`config.mk`:
```
export PLATFORM = sky130hd
export DESIGN_NAME = mem_port_arbiter
export DESIGN_NICKNAME = d
export VERILOG_FILES = /design/src/rtl/mem_arb_pkg.sv /design/src/rtl/mem_port_arbiter_rr_pick.sv /design/src/rtl/mem_port_arbiter.sv
export SDC_FILE = /design/constraint.sdc
export NUM_CORES = 1
export LEC_CHECK = 0
export ABC_AREA = 1
export CAP_MARGIN = 10
export CORE_AREA = 2 2 114 116
export CTS_BUF_LIST = sky130_fd_sc_hd__clkbuf_8
export CTS_CLUSTER_DIAMETER = 50
export DETAILED_ROUTE_END_ITERATION = 12
export DIE_AREA = 0 0 116 118
export PLACE_DENSITY = 0.72
export RECOVER_POWER = 100
export SLEW_MARGIN = 10
export SYNTH_ARGS = -nofsm -noshare
export SYNTH_HDL_FRONTEND = slang
export SYNTH_SLANG_ARGS = --single-unit
```
`constraint.sdc`:
```
create_clock -name clk -period 3.3 [get_ports clk]
set_clock_uncertainty 0.05 [all_clocks]
set_input_delay 0.66 -clock clk [delete_from_list [all_inputs] [get_ports clk]]
set_output_delay 0.66 -clock clk [all_outputs]
set_load 0.01 [all_outputs]
```
`src/rtl/mem_arb_pkg.sv`:
```
// Shared constants for the unified-memory port arbiter: requester count,
// requester indices, default widths and a modulo-NUM_REQ increment helper.
package mem_arb_pkg;

    localparam int NUM_REQ    = 3;
    localparam int IDX_W      = 2;
    localparam int ADDR_W_DEF = 13;
    localparam int DATA_W_DEF = 32;

    localparam int REQ_UART = 0;
    localparam int REQ_CPU  = 1;
    localparam int REQ_DDU  = 2;

    // Next requester index, wrapping NUM_REQ-1 back to 0.
    function automatic logic [IDX_W-1:0] next_idx(input logic [IDX_W-1:0] i);
        if (int'(i) >= NUM_REQ - 1)
            return '0;
        else
            return i + 1'b1;
    endfunction

endpackage

```
`src/rtl/mem_port_arbiter_rr_pick.sv`:
```
// Combinational round-robin picker: scans req starting at ptr and wrapping
// modulo NUM_REQ; the first set bit wins. Reusable for any shared resource.
module rr_pick
    import mem_arb_pkg::*;
(
    input  logic [NUM_REQ-1:0] req,
    input  logic [IDX_W-1:0]   ptr,
    output logic [NUM_REQ-1:0] gnt,
    output logic [IDX_W-1:0]   winner,
    output logic               found
);

    // Priority scan from ptr, wrapping around once.
    always_comb begin
        logic [IDX_W-1:0] idx;
        gnt    = '0;
        winner = '0;
        found  = 1'b0;
        idx    = ptr;
        for (int off = 0; off < NUM_REQ; off++) begin
            if (!found && req[idx]) begin
                found    = 1'b1;
                winner   = idx;
                gnt[idx] = 1'b1;
            end
            idx = next_idx(idx);
        end
    end

endmodule

```
`src/rtl/mem_port_arbiter.sv`:
```
// Round-robin arbiter for the CPU-side port of the unified memory.
// Requesters: UART loader (0), CPU (1), debug display unit (2).
// Optional grant lock for uninterrupted bursts: define MEM_ARB_LOCK_EN.
//
// Handshake: a requester raises req with we/addr/wdata stable; the access is
// accepted in the cycle gnt is high (combinational). On the next cycle the
// requester either drops req or presents its next access. A granted read
// returns rvalid (one-hot, one cycle) with rdata on the following cycle.
module mem_port_arbiter
    import mem_arb_pkg::*;
#(
    parameter int ADDR_W = ADDR_W_DEF,
    parameter int DATA_W = DATA_W_DEF
) (
    input  logic                        clk,
    input  logic                        rst,
    input  logic [NUM_REQ-1:0]          req,
    input  logic [NUM_REQ-1:0]          we,
    input  logic [NUM_REQ*ADDR_W-1:0]   addr,
    input  logic [NUM_REQ*DATA_W-1:0]   wdata,
`ifdef MEM_ARB_LOCK_EN
    input  logic [NUM_REQ-1:0]          lock,
`endif
    output logic [NUM_REQ-1:0]          gnt,
    output logic [NUM_REQ-1:0]          rvalid,
    output logic [DATA_W-1:0]           rdata,
    output logic                        mem_en,
    output logic                        mem_we,
    output logic [ADDR_W-1:0]           mem_addr,
    output logic [DATA_W-1:0]           mem_wdata,
    input  logic [DATA_W-1:0]           mem_rdata,
    output logic [31:0]                 conflict_cnt
);

    logic [IDX_W-1:0]   ptr;
    logic [31:0]        conflict_q;
    logic [NUM_REQ-1:0] pick_gnt;
    logic [IDX_W-1:0]   pick_idx;
    logic               pick_found;
    logic               hold;
    logic [IDX_W-1:0]   hold_idx;
    logic [IDX_W-1:0]   win_idx;
    logic               win_valid;

    rr_pick u_pick (
        .req    (req),
        .ptr    (ptr),
        .gnt    (pick_gnt),
        .winner (pick_idx),
        .found  (pick_found)
    );

`ifdef MEM_ARB_LOCK_EN
    logic [NUM_REQ-1:0] lock_owner;

    // Lock holds while the owner keeps both req and lock asserted.
    always_comb begin
        hold     = 1'b0;
        hold_idx = '0;
        for (int i = 0; i < NUM_REQ; i++) begin
            if (lock_owner[i] && req[i] && lock[i]) begin
                hold     = 1'b1;
                hold_idx = i[IDX_W-1:0];
            end
        end
    end

    // Capture the owner whenever a locking requester is granted.
    always_ff @(posedge clk or posedge rst) begin
        if (rst) begin
            lock_owner <= '0;
        end else begin
            lock_owner <= '0;
            if (win_valid && lock[win_idx])
                lock_owner[win_idx] <= 1'b1;
        end
    end
`else
    assign hold     = 1'b0;
    assign hold_idx = '0;
`endif

    assign win_idx   = hold ? hold_idx : pick_idx;
    assign win_valid = (hold | pick_found) & ~rst;

    // Grant and memory-port mux; everything forced idle while in reset.
    always_comb begin
        gnt       = '0;
        mem_en    = 1'b0;
        mem_we    = 1'b0;
        mem_addr  = '0;
        mem_wdata = '0;
        if (win_valid) begin
            if (hold)
                gnt[hold_idx] = 1'b1;
            else
                gnt = pick_gnt;
            mem_en    = 1'b1;
            mem_we    = we[win_idx];
            mem_addr  = addr[int'(win_idx)*ADDR_W +: ADDR_W];
            mem_wdata = wdata[int'(win_idx)*DATA_W +: DATA_W];
        end
    end

    // Pointer rotation, read-return tagging and contention counting.
    always_ff @(posedge clk or posedge rst) begin
        if (rst) begin
            ptr        <= '0;
            rvalid     <= '0;
            conflict_q <= '0;
        end else begin
            rvalid <= '0;
            if (win_valid) begin
                if (!we[win_idx])
                    rvalid[win_idx] <= 1'b1;
                if (!hold)
                    ptr <= next_idx(win_idx);
            end
            if ($countones(req) >= 2)
                conflict_q <= conflict_q + 32'd1;
        end
    end

    assign rdata        = mem_rdata;
    assign conflict_cnt = conflict_q;

endmodule
```
## Word level (Yosys, flattened, before mapping)

Cells that the tools add are included.

- Register bits: 37
- Output and inout bits: 117
- Logic and storage cells: 71
- Input port bits: 175

- Shift operators: 2
- $mul: 1
- $add $sub $neg: 6
- Multiplexer cells: 35
- Reduce and logical (&&, ||, !) cells: 8
- Bitwise gates (word level): 4
- Order comparisons: 12

Operator list:

| kind | number |
|---|---|
| 96-bit by 8-bit indexed part select with 32-bit output | 1 |
| 39-bit by 7-bit indexed part select with 13-bit output | 1 |
| 32-bit by 1-bit adder with 32-bit output, second input constant | 1 |
| 32-bit two-way mux | 1 |
| 3-bit two-way mux | 6 |
| 1-bit two-way mux | 13 |
| 13-bit two-way mux | 1 |
| 2-bit by 3-bit < comparator with 1-bit output, second input constant | 4 |
| 2-bit two-way mux | 6 |
| 1-bit binary-select mux with 2-bit select | 4 |
| 1-bit demux with 2-bit select | 4 |
| 2-bit by 1-bit greater-or-equal comparator with 1-bit output, second input constant | 4 |
| 2-bit by 1-bit adder with 2-bit output, second input constant | 3 |
| 2-bit greater-or-equal comparator, second input constant | 3 |
| 1-bit logical AND | 6 |
| 2-bit by 4-bit multiplier with 6-bit output, second input constant | 1 |
| 3-bit OR | 2 |
| 2-bit by 1-bit adder with 3-bit output | 1 |
| 3-bit by 2-bit greater-or-equal comparator with 1-bit output, second input constant | 1 |
| 1-bit by 1-bit adder with 2-bit output | 1 |
| 1-bit logical NOT | 2 |
| 1-bit AND | 1 |
| 1-bit NOT | 1 |

## Logic depth before layout (Yosys ltp)

- Depth in word-level cells: 15
- Gate-level depth with buffers: 13
- Depth with buffers taken out: 12

## Hierarchy

Synthesis repeated with hierarchy kept, for this count alone.

- Cells, all modules: 583
- Area total of the unflattened synthesis: 3560.9 sq um

Modules (own cells, without submodules):

| module | area an instance (sq um) | instances | cells an instance | sequential area each (sq um) |
|---|---|---|---|---|
| mem_port_arbiter | 3360.7 | 1 | 542 | 925.9 |
| rr_pick | 200.2 | 1 | 41 | 0.0 |

## Worst setup path after synthesis

No wires, ideal clock.

- Path kind: input -> output
- Start point: in rst
- End point: out mem_wdata[10]
- Data required time: 2.590 ns
- Stages on the path: 6
- Data arrival time: 2.308 ns
- Path buffers: 1
- Path slack: 0.282 ns
- Cells stage by stage: inv_1 > nand2_2 > a21oi_4 > buf_6 > nand2_1 > nand3_1

- Word-level cells in the longest chain between the ends: 3

Ends and longest elaborated chain:

| item | RTL line | source |
|---|---|---|
| start: declaration | mem_port_arbiter.sv:16 | `input logic rst,` |
| 1-bit NOT | mem_port_arbiter.sv:84 | `assign win_valid = (hold \| pick_found) & ~rst;` |
| 1-bit AND | mem_port_arbiter.sv:84 |  |
| 32-bit two-way mux | mem_port_arbiter.sv:93 | `if (win_valid) begin` |
| end: declaration | mem_port_arbiter.sv:30 | `output logic [DATA_W-1:0] mem_wdata,` |

No other way between the ends.

## Worst setup path after layout

- Start point: in req[2]
- End point: out gnt[0]

- Word-level cells in the longest chain between the ends: 11
- Elaborated cells on any way between the ends: 20
- Those cells by class: mux (13); bitwise (3); reduce/logical (4)

Ends and longest elaborated chain:

| item | RTL line | source |
|---|---|---|
| start: declaration | mem_port_arbiter.sv:17 | `input logic [NUM_REQ-1:0] req,` |
| 1-bit binary-select mux with 2-bit select | mem_port_arbiter_rr_pick.sv:21 | `if (!found && req[idx]) begin` |
| 1-bit two-way mux (implied by the code) | mem_port_arbiter_rr_pick.sv:21 |  |
| 1-bit two-way mux | mem_port_arbiter_rr_pick.sv:21 |  |
| 1-bit logical NOT | mem_port_arbiter_rr_pick.sv:21 |  |
| 1-bit logical AND | mem_port_arbiter_rr_pick.sv:21 |  |
| 1-bit two-way mux | mem_port_arbiter_rr_pick.sv:21 |  |
| 1-bit logical NOT | mem_port_arbiter_rr_pick.sv:21 |  |
| 1-bit logical AND | mem_port_arbiter_rr_pick.sv:21 |  |
| 1-bit two-way mux | mem_port_arbiter_rr_pick.sv:21 |  |
| 1-bit AND | mem_port_arbiter.sv:84 |  |
| 3-bit two-way mux * | mem_port_arbiter.sv:93 |  |
| end: declaration | mem_port_arbiter.sv:24 | `output logic [NUM_REQ-1:0] gnt,` |

Every way passes the cells marked *; elsewhere a longest branch is shown, timed or not. The select of a mux whose other input is x is not followed.

==> flow_summary.yaml <==
floorplanning:
  fp.dieW_um: 116
  core.rowCount: 41
  fp.coreArea_mm2: 0.0124
  initial_core_util_pct: 28.2
  pin_count: 292
  fp.dieArea_mm2: 0.0137
  die_h_um: 118
cells_and_area:
  multi_input_area_mm2: 0.00208
  n_antenna_cell: 0
  regArea_um2: 928
  fill_cells: 1260
  drive_gt1_share_pct: 8.21
  syn2layout_area_growth_pct: 75.9
  finalNetCount: 944
clocking:
  clockBufferDepth: 2
  cts-buffers-inserted: 5
  clk_pin_slew_ns: 0.07
  cts_max_level: 2
  postCtsHoldBufs: 0
  cts.sinks: 37
  cts-root-buf: "clkbuf_8"
  insertion_delay_ns: 0.29
  cts_tree: "built"
sta:
  max_slew_margin_pct: 68.7
  period_share_pct: 97.5
  hold_viol: 0
  slew_violations: 0
  hold_ws_ns: 0.462
  fmax_ghz: 0.311
  setup-violations-final: 0
  fin_crit_ns: 3.22
  rsz0062_at_grt: "true"
  worst_pin_slew_ns: 0.470
placement:
  buffer_ports.inserted: 227
  dp_hpwl_um: 12100
  finalWeightedCongestion: 0.869
drt:
  dr.pass1.iters: 8
  drc_errors: 0
  postRouteAntennaNets: 0
  wl_per_cell_um: 16.2
  via_per_inst: 4.79
  drt_iter0_drc: 339
  wirelength_um: 15300
  num_vias: 4501
setup_path:
  critPathCaptureType: "output port"
  worstSetupPathType: "primary input to output port"
  arrival_ns: 2.51
  cpMostUsedCell: "inv_1"
  cp_slowest_cell: "clkdlybuf4s50_1"
  crit_family: "buffers and inverters"
  path_max_fanout: 17
  slowest_delay_ns: 0.53
  crit_buf_inv: 7
  worstPathRequired_ns: 2.59
  path_cells: "clkdlybuf4s15_2 -> inv_1 -> nor2_1 -> nor2_1 -> nor2_2 -> inv_1 -> nand2_1 -> nand2_2 -> inv_4 -> buf_12 -> nand2_1 -> inv_1 -> clkdlybuf4s50_1"
  start_kind: "primary input"
power:
  power.switching_w: 0.00153
  p_comb_share_pct: 73.1
  ir_worst_vdd_uv: 273
  power.density_mw_per_mm2: 554
  p_total_w: 0.00341
  switching_share_pct: 45.0
  power_leakage_nw: 3.16
  p_clk_share_pct: 9.3
  internal_power_w: 0.00188
  seq_power_share_pct: 17.6
yosys:
  synthCells: 553
  synth_top_cell_by_area: "dfrtp_1"
  synth_seq_cells: 37
  syn_area_per_cell_um2: 6.33
  yosysSeqAreaShare_pct: 26.5
  synth_cell_types: 28
  netlist_area_mm2: 0.00350
  synthTopCellsByArea: "dfrtp_1 (26%), nand2_1 (18%), nand3_1 (18%)"
  synth_nets: 730
  ys_warn_count: 0
  yosys.area.top_type_share_pct: 26.5
flow_run:
  max_cap_violations: 0
grt:
  grt_max_degree: 38
  grt_pass1_wl_um: 23300
  antenna_found_initial: 0
  grt.total_usage_pct: 21.8
  grt_pass1_vias: 4261
  gr-total-overflow: 0
worst_hold_path:
  hp-class: "flop to flop"
run_status:
  outcome: "completed"
[timing repair]
| item | 4_1_cts | 5_1_grt |
|---|---|---|
| resized for setup | 44 | 23 |
| hold endpoints to repair | 0 | 0 |
| gates cloned | 1 | 1 |
| pin swaps | 2 | 0 |
| endpoints found under the setup margin | 50 | 19 |
| setup buffers | 3 | 0 |
[synth_stat cells]
cell type and number:
o21ai_1 2, dfrtp_1 37, clkbuf_1 4, xnor2_1 12, o2111ai_1 1, nor4_1 1
buf_6 3, nand3_1 123, a21oi_1 23, o211ai_1 1, ha_1 2, nor2_2 3
nor2_4 1, nand3_2 2, a31oi_1 1, a21oi_4 1, buf_2 16, nand3b_1 3
nand2_2 2, inv_2 2, inv_1 39, o21ai_0 1, nand4_1 13, nor2_1 32
nor3_1 12, xor2_1 16, nand2_1 165, buf_4 35
[path summary, 6_finish.rpt]
check                                 start                to  slack (ns)  cells past startpoint
hold / removal             conflict_cnt[30]  conflict_cnt[30]        0.46                      1
setup / recovery                     req[2]            gnt[0]        0.08                     13
hold reg to reg            conflict_cnt[30]  conflict_cnt[30]        0.46                      1
max in group asynchronous               rst            ptr[0]        1.87                      3
min in group asynchronous               rst         rvalid[1]        0.98                      3
setup reg to reg                     ptr[0]         rvalid[0]        1.32                     11
[state kept, by name (all words and copies together), names as in the netlist]
register      cells
ptr               2
rvalid            3
conflict_cnt     32
[through the flow]
step	setup slack (ns)	instances	TNS, ns	utilization, %	instance area, um^2
detailed placement	-0.354	927	-13.80	47.7	5920
finish	0.0831	939	0	49.6	6150
CTS	0.000586	938	0	49.0	6080
floorplan	0.282	553	0	-	3500
global route	-0.0728	939	-0.0728	49.6	6150
global placement	-0.342	927	-12.51	47.7	5920
[power by group through the flow]
stage                     clock (W)  combinational, W  sequential, W
after floorplan                   0           0.00124       0.000593
after global placement            0           0.00247       0.000599
after detailed placement          0           0.00247       0.000598
after CTS                  0.000323           0.00251       0.000597
after global routing       0.000344           0.00272       0.000609
final                      0.000317           0.00249       0.000600
[cell usage in the layout (no fill, tap or decap), types with 3 or more instances in the layout]
cell type / Yosys / layout
nand4_1: 13 / 13
buf_12: 0 / 6
dlygate4sd2_1: 0 / 29
xnor2_1: 12 / 12
buf_4: 35 / 28
nor2_4: 1 / 3
nand3_1: 123 / 122
nor2_1: 32 / 31
nand2_1: 165 / 164
nand3b_1: 3 / 3
clkbuf_8: 0 / 6
a21oi_1: 23 / 23
clkdlybuf4s50_1: 0 / 177
dlymetal6s2s_1: 0 / 18
nor3_1: 12 / 12
dfrtp_1: 37 / 35
xor2_1: 16 / 16
inv_1: 39 / 40
[area by class of cell]
cell class / instances / area share, %
well taps: 172 / 3.50
clock inverters: 1 / 0.0610
flip-flops and latches: 37 / 15.1
inverters: 41 / 2.54
multi-input cells: 417 / 33.7
clock buffers: 6 / 1.34
repair buffers: 265 / 43.7
[logic make-up after synthesis]
group / share of synthesized area, %
compound gates: 4.83
xor+xnor: 7.01
buf+inv: 15.6
flops: 26.5
simple gates: 45.4
fa+ha+maj: 0.715
[routing by layer]
| metal | GRT usage (%) | routed length [um] | up-vias |
|---|---|---|---|
| met5 | 0 | 0 | - |
| met4 | 5.88 | 328 | 0 |
| met3 | 5.05 | 1300 | 29 |
| met2 | 31.7 | 6650 | 218 |
| met1 | 31.9 | 6970 | 2042 |
| li1 | - | - | 2212 |
Power figures use the tool's default switching activity.
